==> src/rtl/uart_tx_serializer_if.sv <==
// Write side of the UART transmit buffer: byte push plus FIFO status.
// The APB interface is the master; the serializer is the slave.
interface uart_tx_serializer_if #(
    parameter int ADDR_W = 4
) ();
    logic              wr_en_i;
    logic [7:0]        wr_data_i;
    logic              tx_full_o;
    logic              tx_empty_o;
    logic [ADDR_W:0]   tx_level_o;
    logic              error_tx_detect;

    modport master (
        output wr_en_i,
        output wr_data_i,
        input  tx_full_o,
        input  tx_empty_o,
        input  tx_level_o,
        input  error_tx_detect
    );

    modport slave (
        input  wr_en_i,
        input  wr_data_i,
        output tx_full_o,
        output tx_empty_o,
        output tx_level_o,
        output error_tx_detect
    );
endinterface

==> src/rtl/uart_tx_serializer.sv <==
// UART transmitter: byte FIFO feeding a start/data/parity/stop serializer
// clocked by the 16x oversample enable.
module uart_tx_serializer #(
    parameter int DEPTH      = 16,
    parameter int ADDR_W     = 4,
    parameter int OVERSAMPLE = 16
) (
    input  logic       clk_i,
    input  logic       rst_ni,
    input  logic       baud_tick_i,
    input  logic       TXen,
    uart_tx_serializer_if.slave bus,
    input  logic [3:0] number_data_send,
    input  logic       parity_en_i,
    input  logic       parity_odd_i,
    input  logic       stop_bit_twice,
    output logic       UART_TXD,
    output logic       tx_busy_o,
    output logic       TXdone
);
    localparam int TW = $clog2(OVERSAMPLE);

    localparam logic [2:0] IDLE   = 3'd0;
    localparam logic [2:0] START  = 3'd1;
    localparam logic [2:0] DATA   = 3'd2;
    localparam logic [2:0] PARITY = 3'd3;
    localparam logic [2:0] STOP1  = 3'd4;
    localparam logic [2:0] STOP2  = 3'd5;

    logic [7:0]      mem [DEPTH];
    logic [ADDR_W:0] wr_ptr;
    logic [ADDR_W:0] rd_ptr;
    logic            full;
    logic            empty;
    logic            push;
    logic            pop;
    logic            err;

    logic [2:0]      state;
    logic [TW-1:0]   tick_cnt;
    logic            bit_end;
    logic [3:0]      bit_cnt;
    logic [7:0]      shift_reg;
    logic            par;
    logic            txd;
    logic            done;
    logic [3:0]      cfg_bits;
    logic            cfg_par_en;
    logic            cfg_par_odd;
    logic            cfg_stop2;
    logic [3:0]      eff_bits;

    assign empty = (wr_ptr == rd_ptr);
    assign full  = (wr_ptr[ADDR_W] != rd_ptr[ADDR_W]) &&
                   (wr_ptr[ADDR_W-1:0] == rd_ptr[ADDR_W-1:0]);
    assign pop   = (state == IDLE) && TXen && !empty;
    assign push  = bus.wr_en_i && (!full || pop);

    assign bus.tx_full_o       = full;
    assign bus.tx_empty_o      = empty;
    assign bus.tx_level_o      = wr_ptr - rd_ptr;
    assign bus.error_tx_detect = err;

    // Out-of-range widths fall back to a full byte
    assign eff_bits = (number_data_send >= 4'd5 && number_data_send <= 4'd8)
                      ? number_data_send : 4'd8;

    assign bit_end   = baud_tick_i && (tick_cnt == TW'(OVERSAMPLE - 1));
    assign UART_TXD  = txd;
    assign tx_busy_o = (state != IDLE);
    assign TXdone    = done;

    always_ff @(posedge clk_i) begin
        if (push) begin
            mem[wr_ptr[ADDR_W-1:0]] <= bus.wr_data_i;
        end
    end

    always_ff @(posedge clk_i) begin
        if (!rst_ni) begin
            wr_ptr <= '0;
            rd_ptr <= '0;
            err    <= 1'b0;
        end else begin
            err <= bus.wr_en_i && full && !pop;
            if (push) begin
                wr_ptr <= wr_ptr + 1'b1;
            end
            if (pop) begin
                rd_ptr <= rd_ptr + 1'b1;
            end
        end
    end

    always_ff @(posedge clk_i) begin
        if (!rst_ni) begin
            state       <= IDLE;
            txd         <= 1'b1;
            tick_cnt    <= '0;
            bit_cnt     <= '0;
            shift_reg   <= '0;
            par         <= 1'b0;
            done        <= 1'b0;
            cfg_bits    <= 4'd8;
            cfg_par_en  <= 1'b0;
            cfg_par_odd <= 1'b0;
            cfg_stop2   <= 1'b0;
        end else begin
            done <= 1'b0;
            if (state == IDLE) begin
                tick_cnt <= '0;
                if (pop) begin
                    shift_reg   <= mem[rd_ptr[ADDR_W-1:0]];
                    cfg_bits    <= eff_bits;
                    cfg_par_en  <= parity_en_i;
                    cfg_par_odd <= parity_odd_i;
                    cfg_stop2   <= stop_bit_twice;
                    state       <= START;
                    txd         <= 1'b0;
                end
            end else if (baud_tick_i) begin
                tick_cnt <= bit_end ? '0 : tick_cnt + 1'b1;
                if (bit_end) begin
                    // txd is loaded with the value of the bit being entered
                    unique case (state)
                        START: begin
                            state   <= DATA;
                            txd     <= shift_reg[0];
                            bit_cnt <= '0;
                            par     <= 1'b0;
                        end
                        DATA: begin
                            shift_reg <= shift_reg >> 1;
                            bit_cnt   <= bit_cnt + 1'b1;
                            par       <= par ^ shift_reg[0];
                            if (bit_cnt == cfg_bits - 4'd1) begin
                                if (cfg_par_en) begin
                                    state <= PARITY;
                                    txd   <= par ^ shift_reg[0] ^ cfg_par_odd;
                                end else begin
                                    state <= STOP1;
                                    txd   <= 1'b1;
                                end
                            end else begin
                                txd <= shift_reg[1];
                            end
                        end
                        PARITY: begin
                            state <= STOP1;
                            txd   <= 1'b1;
                        end
                        STOP1: begin
                            txd <= 1'b1;
                            if (cfg_stop2) begin
                                state <= STOP2;
                            end else begin
                                state <= IDLE;
                                done  <= 1'b1;
                            end
                        end
                        STOP2: begin
                            txd   <= 1'b1;
                            state <= IDLE;
                            done  <= 1'b1;
                        end
                        default: begin
                            txd   <= 1'b1;
                            state <= IDLE;
                        end
                    endcase
                end
            end
        end
    end
endmodule

==> src/flat_wrapper.sv <==
// flat-port wrapper written by rule: the top's interface ports become plain ports
module uart_tx_serializer_flat 
#(
    parameter int DEPTH      = 16,
    parameter int ADDR_W     = 4,
    parameter int OVERSAMPLE = 16
)
  (clk_i, rst_ni, baud_tick_i, TXen, number_data_send, parity_en_i, parity_odd_i, stop_bit_twice, UART_TXD, tx_busy_o, TXdone, bus_wr_en_i, bus_wr_data_i, bus_tx_full_o, bus_tx_empty_o, bus_tx_level_o, bus_error_tx_detect);
  uart_tx_serializer_if #(.ADDR_W(ADDR_W)) bus_i ();
  input  logic clk_i;
  input  logic rst_ni;
  input  logic baud_tick_i;
  input  logic TXen;
  input  logic [3:0] number_data_send;
  input  logic parity_en_i;
  input  logic parity_odd_i;
  input  logic stop_bit_twice;
  output logic UART_TXD;
  output logic tx_busy_o;
  output logic TXdone;
  input wire logic [$bits(bus_i.wr_en_i)-1:0] bus_wr_en_i;
  input wire logic [$bits(bus_i.wr_data_i)-1:0] bus_wr_data_i;
  output wire logic [$bits(bus_i.tx_full_o)-1:0] bus_tx_full_o;
  output wire logic [$bits(bus_i.tx_empty_o)-1:0] bus_tx_empty_o;
  output wire logic [$bits(bus_i.tx_level_o)-1:0] bus_tx_level_o;
  output wire logic [$bits(bus_i.error_tx_detect)-1:0] bus_error_tx_detect;
  assign bus_i.wr_en_i = bus_wr_en_i;
  assign bus_i.wr_data_i = bus_wr_data_i;
  assign bus_tx_full_o = bus_i.tx_full_o;
  assign bus_tx_empty_o = bus_i.tx_empty_o;
  assign bus_tx_level_o = bus_i.tx_level_o;
  assign bus_error_tx_detect = bus_i.error_tx_detect;
  uart_tx_serializer #(.DEPTH(DEPTH), .ADDR_W(ADDR_W), .OVERSAMPLE(OVERSAMPLE)) u_core (.clk_i(clk_i), .rst_ni(rst_ni), .baud_tick_i(baud_tick_i), .TXen(TXen), .bus(bus_i), .number_data_send(number_data_send), .parity_en_i(parity_en_i), .parity_odd_i(parity_odd_i), .stop_bit_twice(stop_bit_twice), .UART_TXD(UART_TXD), .tx_busy_o(tx_busy_o), .TXdone(TXdone));
endmodule
==> config.mk <==
export PLATFORM = sky130hd
export DESIGN_NAME = uart_tx_serializer_flat
export DESIGN_NICKNAME = d
export VERILOG_FILES = /design/src/rtl/uart_tx_serializer_if.sv /design/src/rtl/uart_tx_serializer.sv /design/src/flat_wrapper.sv
export SDC_FILE = /design/constraint.sdc
export NUM_CORES = 1
export LEC_CHECK = 0
export CAP_MARGIN = 20
export CORE_AREA = 2 2 119 121
export DETAILED_ROUTE_END_ITERATION = 10
export DIE_AREA = 0 0 121 123
export GPL_ROUTABILITY_DRIVEN = 1
export MAX_ROUTING_LAYER = met4
export PLACE_DENSITY = 0.74
export SYNTH_ARGS = -nofsm -noshare
export SYNTH_HDL_FRONTEND = slang
export SYNTH_SLANG_ARGS = --single-unit
export TNS_END_PERCENT = 100
==> constraint.sdc <==
create_clock -name clk_i -period 6 [get_ports clk_i]
set_input_delay 1.8 -clock clk_i [delete_from_list [all_inputs] [get_ports clk_i]]
set_output_delay 1.8 -clock clk_i [all_outputs]
set_load 0.05 [all_outputs]
==> impl_metrics.py, run 1 <==
metrics = {
    "synth": {
        "postSynth.asyncResetShare_pct": 0,
        "ys_ff_latch": 172,
        "ys_seq_area_share_pct": 64.8,
        "synth_most_common_cell": "edfxtp_1",
        "syn_area_mm2": 0.00729,
        "yosysUniqueCellTypes": 57,
        "synthesis.nets": 521,
        "syn_avg_cell_area_um2": 14.9,
        "synthCells": 488,
        "yosys.area.top_type_share_pct": 52.7,
        "synth_flop_cell": "edfxtp_1",
        "synth_common_cells": "edfxtp_1, dfxtp_1, nand2_1, mux4_2, nor2_1",
        "yosysWarnings": 0,
        "synth_top_cell_by_area": "edfxtp_1",
        "synth_area_leaders": "edfxtp_1, dfxtp_1, mux4_2",
        "synth_edf_count": 128,
    },
    "clock_tree": {
        "clk_pin_slew_ns": 0.07,
        "cts_tree": "built",
        "cts_buffers": 17,
        "postCtsSetupRepairBufs": 0,
        "cts.sinks": 172,
        "clk_latency_ns": 0.42,
        "htreeDepth": 4,
        "cts_hold_buffers": 0,
        "cts.path.max_buffers": 2,
        "ctsResizeCount": 0,
        "clockRootBuffer": "clkbuf_16",
    },
    "floorplanning": {
        "fp.coreArea_mm2": 0.0136,
        "ioPinCount": 31,
        "initial_utilization_pct": 53.5,
        "dieHeight_um": 123,
        "dieArea_mm2": 0.0149,
        "rows": 43,
        "dieWidth_um": 121,
    },
    "global_routing": {
        "grt_pass1_wl_mm": 21.9,
        "track_usage_pct": 20.8,
        "antenna_found_initial": 1,
        "grt_pass1_vias": 4000,
        "grt_overflow": 0,
        "grt_max_degree": 40,
    },
    "route": {
        "wire_per_inst_um": 19.5,
        "first_pass_iters": 6,
        "via_count": 4091,
        "ant_nets": 0,
        "drt_iter0_drc": 452,
        "drc": 0,
        "wirelength_mm": 13.9,
        "top_layer": "met4",
        "drt-met1-wl_mm": 6.10,
        "via_per_inst": 5.74,
        "wl_met3_um": 891,
        "dr_wl_met2_mm": 6.59,
    },
    "worst_setup_path": {
        "endpoint_kind": "output port",
        "critPathRequiredTime_ns": 4.20,
        "path_common_cell": "inv_1",
        "worstPathMaxFanout": 4,
        "critPathTopFamily": "buffers and inverters",
        "crit_arrival_ns": 2.76,
        "startpoint_type": "register",
        "crit_path_top_delay_cell": "clkdlybuf4s50_1",
        "crit_chain": "inv_1 > ha_1 > fa_1 > inv_1 > a21o_1 > a21oi_1 > xnor2_1 > clkdlybuf4s50_1",
        "crit_buf_inv": 3,
        "critPathKind": "register to output port",
        "cp_slowest_stage_delay_ns": 0.81,
    },
    "final_layout": {
        "fin_nets": 552,
        "largest_reg_flops": 128,
        "drive_gt1_share_pct": 15.0,
        "stdcell_count": 713,
        "area_growth_pct": 13.4,
        "fill_cells": 1013,
    },
    "timing": {
        "finalCritPeriodShare_pct": 76.0,
        "fmax_mhz": 219,
        "drv_slew": 0,
        "hold_viol_final": 0,
        "skew_ns": 0.00986,
        "finalSetupTns_ns": 0,
        "layout_setup_ws_ns": 1.44,
        "max_slew_margin_pct": 33.5,
        "worst_pin_slew_ns": 0.990,
        "rsz0062_at_grt": "no",
        "setup_viol_count_final": 0,
        "post-route-min-period_ns": 4.56,
    },
    "run_status": {
        "status": "finished, final reports clean",
    },
    "flow_run": {
        "max-cap-violations": 0,
    },
    "place": {
        "dp_hpwl_mm": 9.10,
        "placedCellCount": 677,
        "port_buffers": 30,
        "dp_slack_ns": 1.74,
        "routabilityCongestion": 0.807,
    },
    "min_path": {
        "hold_class": "register to register",
    },
    "power_and_ir_drop": {
        "power_density_mw_per_mm2": 348,
        "leakage_nw": 2.61,
        "power_mw": 2.88,
        "max-vdd-ir-drop_v": 0.000279,
    },
}
-- placed cells by master, fill, tap and decap left out, types with 11 or more instances in the layout --
master           synthesis  final
a21oi_1                 12     12
ha_1                    12     12
inv_1                   15     15
dfxtp_1                 44     43
clkdlybuf4s50_1          0     30
xnor2_1                 19     19
mux2i_1                 18     18
nand2_1                 35     35
mux4_2                  25     25
and2_1                  11     11
clkbuf_16                0     17
a221oi_1                13     13
o21ai_0                 15     15
nor2_1                  23     23
edfxtp_1               128    128
-- layer usage --
layer	vias to the layer above	global-route usage, %
li1	1919	-
met1	2020	27.1
met2	132	31.6
met3	20	5.81
met4	0	7.63
met5	-	-
-- worst reg2reg max path: stages, from the launching register on --
cell and delay (ns):
dfxtp_1 0.57, ha_1 0.37, nand4_2 0.21, o31a_2 0.28, nand2_1 0.15, nor3_1 0.78
-- kinds of logic after synthesis --
logic type      after synthesis  share of synthesized area (%)
xor+xnor                     25                           3.00
simple gates                114                           8.53
mux                          44                           10.4
buf+inv                      40                           2.85
compound gates               80                           8.09
flops                       172                           64.8
fa+ha+maj                    13                           2.34
-- report_power, final --
part	switching, mW	leakage (nW)	internal, mW	total (mW)
Sequential	0.0444	1.51	1.32	1.36
Clock	0.448	0.260	0.570	1.02
Combinational	0.296	0.838	0.196	0.492
-- stage by stage --
stage | instance area (um^2) | utilization, % | hold WS (ns)
3_5_place_dp | 7690 | 56.5 | 0.442
2_1_floorplan | 7290 | - | 0.431
3_3_place_gp | 7690 | 56.5 | 0.439
4_1_cts | 8240 | 60.5 | 0.450
6_report | 8260 | 60.7 | 0.449
5_1_grt | 8260 | 60.7 | 0.460
-- path summary, 6_finish.rpt --
check,from,to,slack [ns],cells after the start
min,u_core.shift_reg[1],u_core.shift_reg[1],0.45,2
min reg2reg,u_core.shift_reg[1],u_core.shift_reg[1],0.45,2
max reg2reg,u_core.wr_ptr[2],u_core.mem[0][1],3.26,5
max,u_core.wr_ptr[0],bus_tx_level_o[4],1.44,8
-- layout make-up --
| type | count | area, um^2 | share of cell area [%] |
|---|---|---|---|
| tap | 180 | 225 | 2.73 |
| antenna | 1 | 2.50 | 0.0303 |
| multi-input combinational | 276 | 2350 | 28.5 |
| sequential | 172 | 4730 | 57.2 |
| inverter | 16 | 60.1 | 0.727 |
| clock inverter | 14 | 123 | 1.48 |
| timing repair buffer | 36 | 343 | 4.15 |
| clock buffer | 18 | 429 | 5.19 |
Power figures use the tool's default switching activity.
==> run 2, diff against run 1 <==
--- a/config.mk
+++ b/config.mk
@@ -6,12 +6,12 @@
 export NUM_CORES = 1
 export LEC_CHECK = 0
 export CAP_MARGIN = 20
-export CORE_AREA = 2 2 119 121
+export CORE_AREA = 2 2 120 122
 export DETAILED_ROUTE_END_ITERATION = 10
-export DIE_AREA = 0 0 121 123
+export DIE_AREA = 0 0 122 124
 export GPL_ROUTABILITY_DRIVEN = 1
 export MAX_ROUTING_LAYER = met4
-export PLACE_DENSITY = 0.74
+export PLACE_DENSITY = 0.76
 export SYNTH_ARGS = -nofsm -noshare
 export SYNTH_HDL_FRONTEND = slang
 export SYNTH_SLANG_ARGS = --single-unit
==> constraint.sdc (replaced) <==
create_clock -name clk_i -period 3.65 [get_ports clk_i]
set_input_delay 1.095 -clock clk_i [delete_from_list [all_inputs] [get_ports clk_i]]
set_output_delay 1.095 -clock clk_i [all_outputs]
set_load 0.05 [all_outputs]
==> impl_metrics.py, run 2 (synthesized netlist as in run 1, its figures left out) <==
metrics = {
    "run_status": {
        "status": "finished, final reports clean",
    },
    "floorplanning": {
        "rows": 43,
        "initial_utilization_pct": 53.1,
        "dieWidth_um": 122,
        "ioPinCount": 31,
        "dieArea_mm2": 0.0151,
        "fp.coreArea_mm2": 0.0137,
        "dieHeight_um": 124,
    },
    "route": {
        "first_pass_iters": 5,
        "drc": 0,
        "drt_iter0_drc": 391,
        "wirelength_mm": 14.1,
        "wire_per_inst_um": 19.5,
        "via_count": 4185,
        "ant_nets": 0,
        "via_per_inst": 5.76,
    },
    "timing": {
        "fmax_mhz": 284,
        "finalCritPeriodShare_pct": 96.6,
        "rsz0062_at_grt": "no",
        "max_slew_margin_pct": 51.3,
        "drv_slew": 0,
        "setup_viol_count_final": 0,
        "hold_viol_final": 0,
        "finalSetupTns_ns": 0,
        "skew_ns": 0.0171,
        "post-route-min-period_ns": 3.53,
        "worst_pin_slew_ns": 0.730,
    },
    "power_and_ir_drop": {
        "p_clk_share_pct": 35.4,
        "switching_share_pct": 27.4,
        "p_comb_share_pct": 17.2,
        "max-vdd-ir-drop_v": 0.000350,
        "power_density_mw_per_mm2": 564,
        "leakage_nw": 2.73,
        "p_sw_mw": 1.29,
        "power_frac_seq_pct": 47.4,
        "p_int_mw": 3.43,
    },
    "worst_setup_path": {
        "startpoint_type": "register",
        "crit_buf_inv": 3,
        "reg2reg_depth": 7,
        "cp_slowest_stage_delay_ns": 0.79,
        "crit_chain": "inv_1 > ha_1 > fa_1 > inv_1 > clkdlybuf4s50_1",
        "worstPathMaxFanout": 4,
        "critPathTopFamily": "buffers and inverters",
        "crit_path_top_delay_cell": "clkdlybuf4s50_1",
        "path_common_cell": "inv_1",
        "r2r_slack_ns": 1.30,
        "regToRegEndpoint": "u_core.wr_ptr[4]",
        "crit_arrival_ns": 2.43,
        "endpoint_kind": "output port",
        "r2r-start": "u_core.wr_ptr[0]",
        "critPathKind": "register to output port",
        "critPathRequiredTime_ns": 2.55,
    },
    "global_routing": {
        "track_usage_pct": 21.1,
        "antenna_found_initial": 0,
        "grt_pass1_wl_mm": 22.7,
        "grt_pass1_vias": 4176,
        "grt_overflow": 0,
        "grt_max_degree": 40,
    },
    "clock_tree": {
        "clockRootBuffer": "clkbuf_16",
        "htreeDepth": 4,
        "clk_latency_ns": 0.43,
        "cts.path.max_buffers": 2,
        "cts_buffers": 17,
        "postCtsSetupRepairBufs": 0,
        "cts_hold_buffers": 0,
        "clk_pin_slew_ns": 0.07,
        "cts_tree": "built",
        "cts.sinks": 172,
    },
    "min_path": {
        "hold_class": "register to register",
        "min_from": "u_core.shift_reg[3]",
        "hold_end": "u_core.shift_reg[3]",
        "hold_path_depth": 2,
    },
    "final_layout": {
        "final_common_cell": "edfxtp_1",
        "drive_gt1_share_pct": 17.0,
        "area_growth_pct": 14.9,
        "largest_reg_flops": 128,
        "final_cell_mix": "edfxtp_1, dfxtp_1, nand2_1",
        "fin_nets": 566,
        "stdcell_count": 726,
        "antenna_cells": 0,
        "fill_cells": 1068,
    },
    "place": {
        "dp_hpwl_mm": 9.44,
        "port_buffers": 30,
        "routabilityCongestion": 0.864,
        "placedCellCount": 694,
    },
    "flow_run": {
        "max-cap-violations": 0,
    },
}
run 2: metal layers:
layer / vias to the layer above / GRT usage (%) / share of wire [%]
met5: - / - / 0
met4: 0 / 9.48 / 2.9
met3: 26 / 4.99 / 5.7
met2: 146 / 32.0 / 47
met1: 2074 / 27.4 / 44
li1: 1939 / - / -
run 2: power by group through the flow:
stage	clock network (mW)	registers, mW	logic, mW
after detailed placement	0	2.28	0.813
final	1.67	2.24	0.811
after CTS	1.69	2.24	0.816
after global placement	0	2.27	0.797
after floorplan	0	2.25	0.615
after global routing	1.78	2.25	0.885
run 2: area by class of cell:
type / count / area, um^2 / share of cell area [%]
clock buffer: 18 / 429 / 5.13
tap: 180 / 225 / 2.69
multi-input combinational: 276 / 2350 / 28.1
clock inverter: 14 / 123 / 1.46
timing repair buffer: 50 / 454 / 5.43
sequential: 172 / 4730 / 56.4
inverter: 16 / 60.1 / 0.717
run 2: through the flow:
step | hold WS [ns] | utilization (%) | setup WS (ns) | area (um^2) | power, mW
floorplan | 0.431 | - | 0.462 | 7290 | 2.87
global placement | 0.438 | 57.0 | 0.500 | 7810 | 3.07
detailed placement | 0.447 | 57.0 | 0.458 | 7810 | 3.09
CTS | 0.455 | 61.0 | 0.0143 | 8360 | 4.75
global route | 0.477 | 61.0 | 0.0117 | 8370 | 4.91
finish | 0.455 | 61.0 | 0.124 | 8370 | 4.72
run 2: how the worst max path moves through the flow:
stage | depth (start not counted) | slack, ns | start | endpoint
finish | 5 | 0.12 | u_core.wr_ptr[0] | bus_tx_level_o[1]
global placement | 6 | 0.50 | u_core.rd_ptr[1] | bus_tx_level_o[3]
global route | 5 | 0.01 | u_core.wr_ptr[0] | bus_tx_level_o[1]
floorplan | 7 | 0.46 | u_core.wr_ptr[0] | bus_tx_level_o[4]
detailed placement | 6 | 0.46 | u_core.rd_ptr[1] | bus_tx_level_o[3]
CTS | 5 | 0.01 | u_core.wr_ptr[0] | bus_tx_level_o[2]
run 2: tightest hold or removal path, cell delays in order, from the launching register on:
cell,delay (ns)
dfxtp_1,0.31
nand2_1,0.05
a21boi_1,0.05
run 2: repair_timing:
item	4_1_cts	5_1_grt
endpoints found under the setup margin	1	3
pin swaps	0	0
gates resized for setup	1	3
==> run 3, diff against run 2 <==
--- a/config.mk
+++ b/config.mk
@@ -11,7 +11,7 @@
 export DIE_AREA = 0 0 122 124
 export GPL_ROUTABILITY_DRIVEN = 1
 export MAX_ROUTING_LAYER = met4
-export PLACE_DENSITY = 0.76
+export PLACE_DENSITY = 0.74
 export SYNTH_ARGS = -nofsm -noshare
 export SYNTH_HDL_FRONTEND = slang
 export SYNTH_SLANG_ARGS = --single-unit
==> impl_metrics.py, run 3 (synthesized netlist as in run 1, its figures left out) <==
metrics = {
    "worst_setup_path": {
        "r2r_slack_ns": 1.31,
        "path_common_cell": "inv_1",
        "startpoint_type": "register",
        "regToRegEndpoint": "u_core.wr_ptr[4]",
        "crit_chain": "inv_1 > ha_1 > fa_1 > inv_1 > clkdlybuf4s50_1",
        "crit_path_top_delay_cell": "clkdlybuf4s50_1",
        "critPathTopFamily": "buffers and inverters",
        "crit_arrival_ns": 2.44,
        "cp_slowest_stage_delay_ns": 0.79,
        "endpoint_kind": "output port",
        "crit_buf_inv": 3,
        "worstPathMaxFanout": 4,
        "startpoint": "u_core.wr_ptr[0]",
        "path_depth": 5,
        "critPathRequiredTime_ns": 2.55,
        "r2r-start": "u_core.wr_ptr[0]",
        "reg2reg_depth": 7,
        "critPathKind": "register to output port",
        "cp-endpoint": "bus_tx_level_o[1]",
    },
    "clock_tree": {
        "cts_buffers": 17,
        "cts.path.max_buffers": 2,
        "clk_pin_slew_ns": 0.06,
        "clockRootBuffer": "clkbuf_16",
        "clk_latency_ns": 0.42,
        "htreeDepth": 4,
        "cts_hold_buffers": 0,
        "cts.sinks": 172,
        "cts_tree": "built",
        "postCtsSetupRepairBufs": 0,
    },
    "global_routing": {
        "grt_pass1_wl_mm": 23.0,
        "grt_max_degree": 29,
        "grt_pass1_vias": 4223,
        "antenna_found_initial": 0,
        "grt_overflow": 0,
        "track_usage_pct": 21.6,
    },
    "timing": {
        "post-route-min-period_ns": 3.53,
        "worst_pin_slew_ns": 0.681,
        "rsz0062_at_grt": "no",
        "finalSetupTns_ns": 0,
        "holdWs_ns": 0.451,
        "fmax_mhz": 283,
        "setup_viol_count_final": 0,
        "max_slew_margin_pct": 54.5,
        "finalCritPeriodShare_pct": 96.8,
        "drv_slew": 0,
        "skew_ns": 0.00603,
        "hold_viol_final": 0,
    },
    "power_and_ir_drop": {
        "max-vdd-ir-drop_v": 0.000500,
        "power_density_mw_per_mm2": 571,
        "power_mw": 4.79,
        "leakage_nw": 2.74,
    },
    "final_layout": {
        "final_area_mm2": 0.00839,
        "final_common_cell": "edfxtp_1",
        "fin_util_pct": 61.2,
        "antenna_cells": 0,
        "area_growth_pct": 15.2,
        "final_cell_mix": "edfxtp_1, dfxtp_1, nand2_1",
        "fin_nets": 564,
        "largest_reg_flops": 128,
        "drive_gt1_share_pct": 17.1,
        "fill_cells": 1043,
    },
    "floorplanning": {
        "initial_utilization_pct": 53.1,
        "dieWidth_um": 122,
        "ioPinCount": 31,
        "dieHeight_um": 124,
        "dieArea_mm2": 0.0151,
        "fp.coreArea_mm2": 0.0137,
        "rows": 43,
    },
    "place": {
        "routabilityCongestion": 0.869,
        "dp_hpwl_mm": 9.52,
        "port_buffers": 30,
        "placed_area_mm2": 0.00781,
    },
    "run_status": {
        "status": "finished, final reports clean",
    },
    "route": {
        "drt_iter0_drc": 315,
        "wire_per_inst_um": 20.1,
        "via_per_inst": 5.73,
        "drc": 0,
        "ant_nets": 0,
        "wirelength_mm": 14.5,
        "first_pass_iters": 4,
        "via_count": 4148,
    },
    "flow_run": {
        "max-cap-violations": 0,
    },
    "min_path": {
        "hold_class": "register to register",
    },
}
==> run 3: power breakdown <==
group          total (mW)  switching, mW  leakage [nW]  internal, mW
Combinational       0.806          0.484         0.955         0.322
Clock                1.73          0.731         0.274          1.00
Sequential           2.25         0.0806          1.51          2.17
==> run 3: routing by layer <==
layer  track usage, %  vias to the layer above  share of wire (%)
met3             4.67                       17                5.0
li1                 -                     1936                  -
met4             7.11                        0                1.8
met2             34.6                      122                 49
met1             27.7                     2073                 45
met5                -                        -                  0
==> run 3: worst reg2reg max path, cell delays in order (launching register included) <==
cell and delay (ns):
dfxtp_1 0.39, inv_1 0.12, ha_1 0.33, nand4_2 0.21, o311ai_2 0.56, nor2_2 0.25
xor2_1 0.20, and2_1 0.18
==> run 3: through the flow <==
step / worst slack [ns] / cells
2_1_floorplan: 0.462 / 488
3_3_place_gp: 0.497 / 692
3_5_place_dp: 0.453 / 692
4_1_cts: 0.00333 / 724
5_1_grt: 0.00589 / 724
6_report: 0.117 / 724
==> run 3: how the worst min path moves through the flow <==
| stage | startpoint | endpoint | slack, ns | cells after the start |
|---|---|---|---|---|
| floorplan | u_core.shift_reg[1] | u_core.shift_reg[1] | 0.43 | 2 |
| global placement | u_core.shift_reg[4] | u_core.shift_reg[4] | 0.44 | 2 |
| detailed placement | u_core.shift_reg[5] | u_core.shift_reg[5] | 0.44 | 2 |
| CTS | u_core.shift_reg[5] | u_core.shift_reg[5] | 0.45 | 2 |
| global route | u_core.shift_reg[5] | u_core.shift_reg[5] | 0.48 | 2 |
| finish | u_core.shift_reg[5] | u_core.shift_reg[5] | 0.45 | 2 |
==> run 3: timing repair <==
item / 4_1_cts / 5_1_grt
endpoints found under the setup margin: 1 / 3
pin swaps: 0 / 0
gates resized for setup: 1 / 3
==> run 3: final cells by class <==
type	instances	area [um^2]	area share (%)
flip-flops and latches	172	4730	56.3
inverters	16	60.1	0.716
well taps	180	225	2.68
multi-input cells	276	2350	28.1
clock buffers	17	425	5.07
clock inverters	15	150	1.79
repair buffers	48	452	5.38
